$ cat config.mk
export PLATFORM = sky130hd
export DESIGN_NAME = riscv_fetch_queue_flat
export DESIGN_NICKNAME = d
export VERILOG_FILES = /design/src/rtl/riscv_fetch_queue_pkg.sv /design/src/rtl/riscv_fetch_queue_if.sv /design/src/rtl/riscv_fetch_queue_fifo.sv /design/src/rtl/riscv_fetch_queue.sv /design/src/flat_wrapper.sv
export SDC_FILE = /design/constraint.sdc
export NUM_CORES = 1
export LEC_CHECK = 0
export CAP_MARGIN = 10
export CORE_ASPECT_RATIO = 1.25
export CORE_MARGIN = 3
export CORE_UTILIZATION = 42
export CTS_CLUSTER_DIAMETER = 150
export CTS_CLUSTER_SIZE = 10
export DETAILED_ROUTE_END_ITERATION = 8
export GPL_TIMING_DRIVEN = 0
export PLACE_DENSITY_LB_ADDON = 0.08
export SLEW_MARGIN = 40
export SYNTH_ARGS = -nofsm -noshare
export SYNTH_HDL_FRONTEND = slang
export SYNTH_SLANG_ARGS = --single-unit
export TNS_END_PERCENT = 10
$ cat constraint.sdc
create_clock -name clk -period 6.24 [get_ports clk]
set_input_delay 0.936 -clock clk [delete_from_list [all_inputs] [get_ports clk]]
set_output_delay 0.936 -clock clk [all_outputs]
set_load 0.03 [all_outputs]
$ cat src/rtl/riscv_fetch_queue_pkg.sv
// Shared constants and entry layout for the instruction-fetch front end.
package riscv_fetch_queue_pkg;
    localparam int DEFAULT_XLEN = 32;
    localparam int INSTR_W = 32;
    localparam logic [DEFAULT_XLEN-1:0] DEFAULT_RESET_PC = '0;
    localparam int PC_STEP = 4;

    typedef struct packed {
        logic [DEFAULT_XLEN-1:0] addr;
        logic [INSTR_W-1:0]      instr;
    } fetch_entry_t;
endpackage

$ cat src/rtl/riscv_fetch_queue_if.sv
// Memory request/response, redirect and decode hand-off signals of the fetch front end.
interface riscv_fetch_queue_if
    import riscv_fetch_queue_pkg::*;
#(
    parameter int XLEN  = DEFAULT_XLEN,
    parameter int DEPTH = 4
);
    localparam int CW = $clog2(DEPTH + 1);

    logic               mem_req_valid;
    logic               mem_req_ready;
    logic [XLEN-1:0]    mem_req_addr;
    logic               mem_rsp_valid;
    logic [INSTR_W-1:0] mem_rsp_data;
    logic               redirect_valid;
    logic [XLEN-1:0]    redirect_pc;
    logic               instr_valid;
    logic               instr_ready;
    logic [INSTR_W-1:0] instr;
    logic [XLEN-1:0]    instr_addr;
    logic [CW-1:0]      count;

    modport master (
        output mem_req_valid, mem_req_addr, instr_valid, instr, instr_addr, count,
        input  mem_req_ready, mem_rsp_valid, mem_rsp_data, redirect_valid, redirect_pc, instr_ready
    );

    modport slave (
        input  mem_req_valid, mem_req_addr, instr_valid, instr, instr_addr, count,
        output mem_req_ready, mem_rsp_valid, mem_rsp_data, redirect_valid, redirect_pc, instr_ready
    );
endinterface

$ cat src/rtl/riscv_fetch_queue_fifo.sv
// Purpose: synchronous FIFO with flush, head output and occupancy count.
// Latency: a pushed entry is visible at the head the cycle after the push.
// Backpressure: push into a full FIFO is honoured only alongside a pop; flush wins over both.
module riscv_fetch_queue_fifo #(
    parameter int WIDTH = 64,
    parameter int DEPTH = 4
) (
    input  logic                         clk,
    input  logic                         reset,
    input  logic                         push,
    input  logic [WIDTH-1:0]             push_dat,
    input  logic                         pop,
    input  logic                         flush,
    output logic                         head_vld,
    output logic [WIDTH-1:0]             head_dat,
    output logic [$clog2(DEPTH+1)-1:0]   count
);
    localparam int AW = $clog2(DEPTH);
    localparam int CW = $clog2(DEPTH + 1);

    logic [WIDTH-1:0] mem [DEPTH];
    logic [AW-1:0]    wr_ptr;
    logic [AW-1:0]    rd_ptr;
    logic             do_push;
    logic             do_pop;

    assign head_vld = (count != '0);
    assign do_pop   = pop && head_vld;
    assign do_push  = push && ((count != CW'(DEPTH)) || do_pop);
    // Empty head reads as zero so downstream never sees stale storage.
    assign head_dat = head_vld ? mem[rd_ptr] : '0;

    always_ff @(posedge clk or posedge reset) begin
        if (reset) begin
            wr_ptr <= '0;
            rd_ptr <= '0;
            count  <= '0;
        end else if (flush) begin
            wr_ptr <= '0;
            rd_ptr <= '0;
            count  <= '0;
        end else begin
            if (do_push) wr_ptr <= wr_ptr + AW'(1);
            if (do_pop)  rd_ptr <= rd_ptr + AW'(1);
            count <= count + CW'(do_push) - CW'(do_pop);
        end
    end

    always_ff @(posedge clk) begin
        if (do_push && !flush) mem[wr_ptr] <= push_dat;
    end
endmodule

$ cat src/rtl/riscv_fetch_queue.sv
// Purpose: PC generator plus prefetch queue; tags returned words with their fetch address.
// Latency: response to instr_valid in 1 cycle; redirect takes effect on the next edge.
// Backpressure: requests are credit-limited so responses always find a free slot.
module riscv_fetch_queue
    import riscv_fetch_queue_pkg::*;
#(
    parameter int              XLEN     = DEFAULT_XLEN,
    parameter int              DEPTH    = 4,
    parameter logic [XLEN-1:0] RESET_PC = XLEN'(DEFAULT_RESET_PC)
) (
    input logic                 clk,
    input logic                 reset,
    riscv_fetch_queue_if.master bus
);
    localparam int CW = $clog2(DEPTH + 1);
    localparam logic [XLEN-1:0] STEP = XLEN'(PC_STEP);

    typedef struct packed {
        logic [XLEN-1:0]    addr;
        logic [INSTR_W-1:0] instr;
    } entry_t;

    logic [XLEN-1:0] fetch_pc;
    logic [XLEN-1:0] rsp_pc;
    logic [XLEN-1:0] redirect_target;
    logic [CW-1:0]   outstanding;
    logic [CW-1:0]   outstanding_nxt;
    logic [CW-1:0]   drop;
    logic [CW-1:0]   count_q;
    logic [CW:0]     credit_used;
    logic            req_fire;
    logic            rsp_keep;
    logic            head_vld;
    entry_t          push_entry;
    entry_t          head_entry;

    assign redirect_target = {bus.redirect_pc[XLEN-1:2], 2'b00};
    assign credit_used     = {1'b0, count_q} + {1'b0, outstanding};

    // Every issued request reserves a queue slot until its response lands.
    assign bus.mem_req_valid = !reset && !bus.redirect_valid && (credit_used < (CW+1)'(DEPTH));
    assign bus.mem_req_addr  = fetch_pc;
    assign req_fire          = bus.mem_req_valid && bus.mem_req_ready;
    assign rsp_keep          = bus.mem_rsp_valid && !bus.redirect_valid && (drop == '0);
    assign outstanding_nxt   = outstanding + CW'(req_fire) - CW'(bus.mem_rsp_valid);
    assign push_entry        = '{addr: rsp_pc, instr: bus.mem_rsp_data};

    always_ff @(posedge clk or posedge reset) begin
        if (reset) begin
            fetch_pc    <= RESET_PC;
            rsp_pc      <= RESET_PC;
            outstanding <= '0;
            drop        <= '0;
        end else begin
            outstanding <= outstanding_nxt;
            if (bus.redirect_valid) begin
                // Everything still in flight belongs to the abandoned path.
                fetch_pc <= redirect_target;
                rsp_pc   <= redirect_target;
                drop     <= outstanding_nxt;
            end else begin
                if (req_fire) fetch_pc <= fetch_pc + STEP;
                if (rsp_keep) rsp_pc <= rsp_pc + STEP;
                if (bus.mem_rsp_valid && (drop != '0)) drop <= drop - CW'(1);
            end
        end
    end

    riscv_fetch_queue_fifo #(
        .WIDTH ($bits(entry_t)),
        .DEPTH (DEPTH)
    ) u_fetch_fifo (
        .clk      (clk),
        .reset    (reset),
        .push     (rsp_keep),
        .push_dat (push_entry),
        .pop      (bus.instr_valid && bus.instr_ready),
        .flush    (bus.redirect_valid),
        .head_vld (head_vld),
        .head_dat (head_entry),
        .count    (count_q)
    );

    assign bus.instr_valid = head_vld;
    assign bus.instr       = head_entry.instr;
    assign bus.instr_addr  = head_entry.addr;
    assign bus.count       = count_q;
endmodule

$ cat src/flat_wrapper.sv
// flat-port wrapper written by rule: the top's interface ports become plain ports
module riscv_fetch_queue_flat import riscv_fetch_queue_pkg::*;
#(
    parameter int              XLEN     = DEFAULT_XLEN,
    parameter int              DEPTH    = 4,
    parameter logic [XLEN-1:0] RESET_PC = XLEN'(DEFAULT_RESET_PC)
)
  (clk, reset, bus_mem_req_valid, bus_mem_req_addr, bus_instr_valid, bus_instr, bus_instr_addr, bus_count, bus_mem_req_ready, bus_mem_rsp_valid, bus_mem_rsp_data, bus_redirect_valid, bus_redirect_pc, bus_instr_ready);
  riscv_fetch_queue_if #(.XLEN(XLEN), .DEPTH(DEPTH)) bus_i ();
  input logic clk;
  input logic reset;
  output wire logic [$bits(bus_i.mem_req_valid)-1:0] bus_mem_req_valid;
  output wire logic [$bits(bus_i.mem_req_addr)-1:0] bus_mem_req_addr;
  output wire logic [$bits(bus_i.instr_valid)-1:0] bus_instr_valid;
  output wire logic [$bits(bus_i.instr)-1:0] bus_instr;
  output wire logic [$bits(bus_i.instr_addr)-1:0] bus_instr_addr;
  output wire logic [$bits(bus_i.count)-1:0] bus_count;
  input wire logic [$bits(bus_i.mem_req_ready)-1:0] bus_mem_req_ready;
  input wire logic [$bits(bus_i.mem_rsp_valid)-1:0] bus_mem_rsp_valid;
  input wire logic [$bits(bus_i.mem_rsp_data)-1:0] bus_mem_rsp_data;
  input wire logic [$bits(bus_i.redirect_valid)-1:0] bus_redirect_valid;
  input wire logic [$bits(bus_i.redirect_pc)-1:0] bus_redirect_pc;
  input wire logic [$bits(bus_i.instr_ready)-1:0] bus_instr_ready;
  assign bus_mem_req_valid = bus_i.mem_req_valid;
  assign bus_mem_req_addr = bus_i.mem_req_addr;
  assign bus_instr_valid = bus_i.instr_valid;
  assign bus_instr = bus_i.instr;
  assign bus_instr_addr = bus_i.instr_addr;
  assign bus_count = bus_i.count;
  assign bus_i.mem_req_ready = bus_mem_req_ready;
  assign bus_i.mem_rsp_valid = bus_mem_rsp_valid;
  assign bus_i.mem_rsp_data = bus_mem_rsp_data;
  assign bus_i.redirect_valid = bus_redirect_valid;
  assign bus_i.redirect_pc = bus_redirect_pc;
  assign bus_i.instr_ready = bus_instr_ready;
  riscv_fetch_queue #(.XLEN(XLEN), .DEPTH(DEPTH), .RESET_PC(RESET_PC)) u_core (.clk(clk), .reset(reset), .bus(bus_i));
endmodule
==> results.toml <==
[run_status]
status = "completed"

[placed_design]
dpl.hpwl_um = 20600
dp.cells = 1416
place.gp.congestion = 0.881
port_buffers = 164
placed_cell_area_sq_um = 15800

[power]
cellPowerDensity_nw_per_um2 = 392
seq_power_share_pct = 38.8
p_sw_mw = 2.06
swShare_pct = 31.1
p_leak_nw = 5.76
ir_drop_v = 0.000234
comb_power_share_pct = 31.7
p_int_mw = 4.56
clkPwrFrac_pct = 29.5

[sta]
fin_hold_ws_ps = 557
fmax_mhz = 246
rsz0062_at_grt = "no"
clock_skew_ps = 15.7
tns_ps = 0
drv_slew = 0
hold_viol_final = 0
timing.final.crit_share_pct = 65.1
final-setup-viol-count = 0
period_minus_slack_ps = 4060
tightest_slew_ps = 791
relSlewSlack_pct = 46.9

[critical_path]
r2r_slack_ps = 2930
r2r-start = "u_core.u_fetch_fifo.count[2]$_DFF_PP0_"
worstSetupPathType = "flip-flop to output pin"
crit_start = "u_core.u_fetch_fifo.rd_ptr[1]$_DFFE_PP0P_"
crit_arrival_ps = 3130
crit_required_ps = 5300
reg2reg_depth = 12
startpoint_type = "flip-flop"
cp_max_fo = 10
rr_endpoint = "u_core.drop[2]$_DFFE_PP0P_"
cp-endpoint = "bus_instr_addr[29]"
worstSetupEndpointType = "output pin"

[finish]
regArea_sq_um = 9270
multi_input_area_sq_um = 3950
num-fill-cells = 2561
antenna_cells = 0
final_cell_mix = "248 x edfxtp_1, 164 x clkdlybuf4s50_1, 73 x dfrtp_1"
final_cells = 1470
nets = 1135
final_common_cell = "edfxtp_1"
drive_gt1_share_pct = 13.6
final_area_sq_um = 16900
syn2layout_area_growth_pct = 25.3

[cts]
cts_tree = "done"
postCtsSetupRepairBufs = 0
cts-root-buf = "clkbuf_16"
h-tree-depth = 2
insertion_delay_ps = 520
ctsHoldBuffers = 0
cts_max_path_buffers = 3
cts_resized = 0
cts_inserted_buffers = 38
clock_sinks = 321
path_clk_slew_ps = 60

[global_routing]
grt_antenna_before_repair = 1
track_usage_pct = 18.1
grt_pass1_wl_um = 48200
grt_max_degree = 41
overflow = 0
grt_pass1_vias = 8350

[detailed_routing]
drc = 0
routed-via-count = 7859
drt_iter0_markers = 486
first_pass_iters = 4
avgRoutedWirePerCell_um = 20.8
wl_um = 30500
vias_per_cell = 5.35
antenna_left = 0

[die]
die_h_um = 206
die-area_sq_um = 34300
std_cell_rows = 72
core_sq_um = 31300
die_w_um = 166
pin_count = 171
start_util_pct = 43.1

[logic_synthesis]
ys_dominant_reg_cell = "edfxtp_1"
yosys_warnings = 0
synth_edf_count = 248
netlist_instances = 835
synthArstFlopShare_pct = 22.7
yosys_register_bits = 321
synth_area_sq_um = 13500
seq_area_frac_synth_pct = 68.8
synth_cell_type_count = 52
synth_area_per_cell_sq_um = 16.1

[hold_path]
min_path_cells = 2
hold_class = "flip-flop to flip-flop"

[job]
drv_cap = 0
[power groups by stage]
stage | clock (mW) | sequential (mW) | combinational (mW)
after floorplan | 0 | 2.64 | 1.27
after global placement | 0 | 2.61 | 2.12
after detailed placement | 0 | 2.61 | 2.14
after CTS | 2.02 | 2.57 | 2.14
after global routing | 2.11 | 2.59 | 2.27
final | 1.96 | 2.57 | 2.10
[Yosys cell counts, drive strengths merged, types with 13 or more instances]
cell type / instances / area share, %
nand2: 51 / 1.4
o21ai: 36 / 1.3
dfrtp: 73 / 14
nor2: 18 / 0.50
and2: 73 / 3.4
buf: 16 / 0.71
nand3: 29 / 1.1
nand4: 19 / 0.99
clkbuf: 28 / 0.78
ha: 14 / 1.3
xnor2: 13 / 0.84
mux4: 62 / 10
xor2: 29 / 1.9
edfxtp: 248 / 55
inv: 21 / 0.58
[metal layers]
| layer | part of all wire [%] | vias up | track usage (%) |
|---|---|---|---|
| met5 | 0 | - | 0 |
| met3 | 4.6 | 38 | 3.29 |
| met2 | 50 | 218 | 31.4 |
| met4 | 1.8 | 0 | 4.30 |
| met1 | 43 | 3976 | 24.2 |
| li1 | - | 3627 | - |
[kinds of logic (layout without fill, tap and decap cells)]
logic type / count (synthesis) / in the layout / synth area share, %
buffers and inverters: 65 / 290 / 2.08
flip-flops: 321 / 321 / 68.8
AND/OR/NAND/NOR: 235 / 235 / 9.62
XOR/XNOR: 42 / 42 / 2.73
multiplexers: 72 / 72 / 11.2
AO/OA/AOI/OAI: 83 / 83 / 3.98
adder cells (fa/ha/maj): 16 / 16 / 1.60
other: 1 / 4 / 0.0278
[worst max-delay path, cell delays in order (launching register included)]
cell	delay (ps)
dfrtp_1	320
clkbuf_1	520
clkbuf_1	570
mux4_2	430
and2_1	180
clkdlybuf4s50_1	590
[registers in the layout (all words and copies together), names as in the netlist]
register / cells
u_core.outstanding: 3
u_core.u_fetch_fifo.wr_ptr: 2
u_core.u_fetch_fifo.mem: 248
u_core.drop: 3
u_core.bus.mem_req_addr: 30
u_core.u_fetch_fifo.rd_ptr: 2
u_core.u_fetch_fifo.count: 3
u_core.rsp_pc: 30
[cell type report]
class | instances | share of cell area, %
flip-flops and latches | 321 | 54.9
multi-input cells | 452 | 23.4
repair buffers | 171 | 10.6
clock buffers | 53 | 6.34
well taps | 407 | 3.02
plain buffers | 44 | 1.21
inverters | 21 | 0.496
clock inverters | 1 | 0.0519
[how the worst min path moves through the flow]
| stage | start | end |
|---|---|---|
| CTS | u_core.drop[1]$_DFFE_PP0P_ | u_core.drop[1]$_DFFE_PP0P_ |
| finish | u_core.drop[1]$_DFFE_PP0P_ | u_core.drop[1]$_DFFE_PP0P_ |
| global placement | u_core.bus.mem_req_addr[31]$_DFFE_PP0P_ | u_core.bus.mem_req_addr[31]$_DFFE_PP0P_ |
| global route | u_core.rsp_pc[28]$_DFFE_PP0N_ | u_core.u_fetch_fifo.mem[2][60]$_DFFE_PP_ |
| detailed placement | u_core.bus.mem_req_addr[31]$_DFFE_PP0P_ | u_core.bus.mem_req_addr[31]$_DFFE_PP0P_ |
| floorplan | u_core.rsp_pc[31]$_DFFE_PP0N_ | u_core.u_fetch_fifo.mem[0][63]$_DFFE_PP_ |
[through the flow]
step                      worst slack, ps  total power [mW]  util, %
after floorplan                      2730              3.91        -
final                                2180              6.62     54.0
after global routing                 1970              6.97     54.0
after detailed placement             2210              4.74     50.6
after CTS                            1910              6.72     54.0
after global placement                412              4.73     50.0
(Power assumes the default switching activity.)
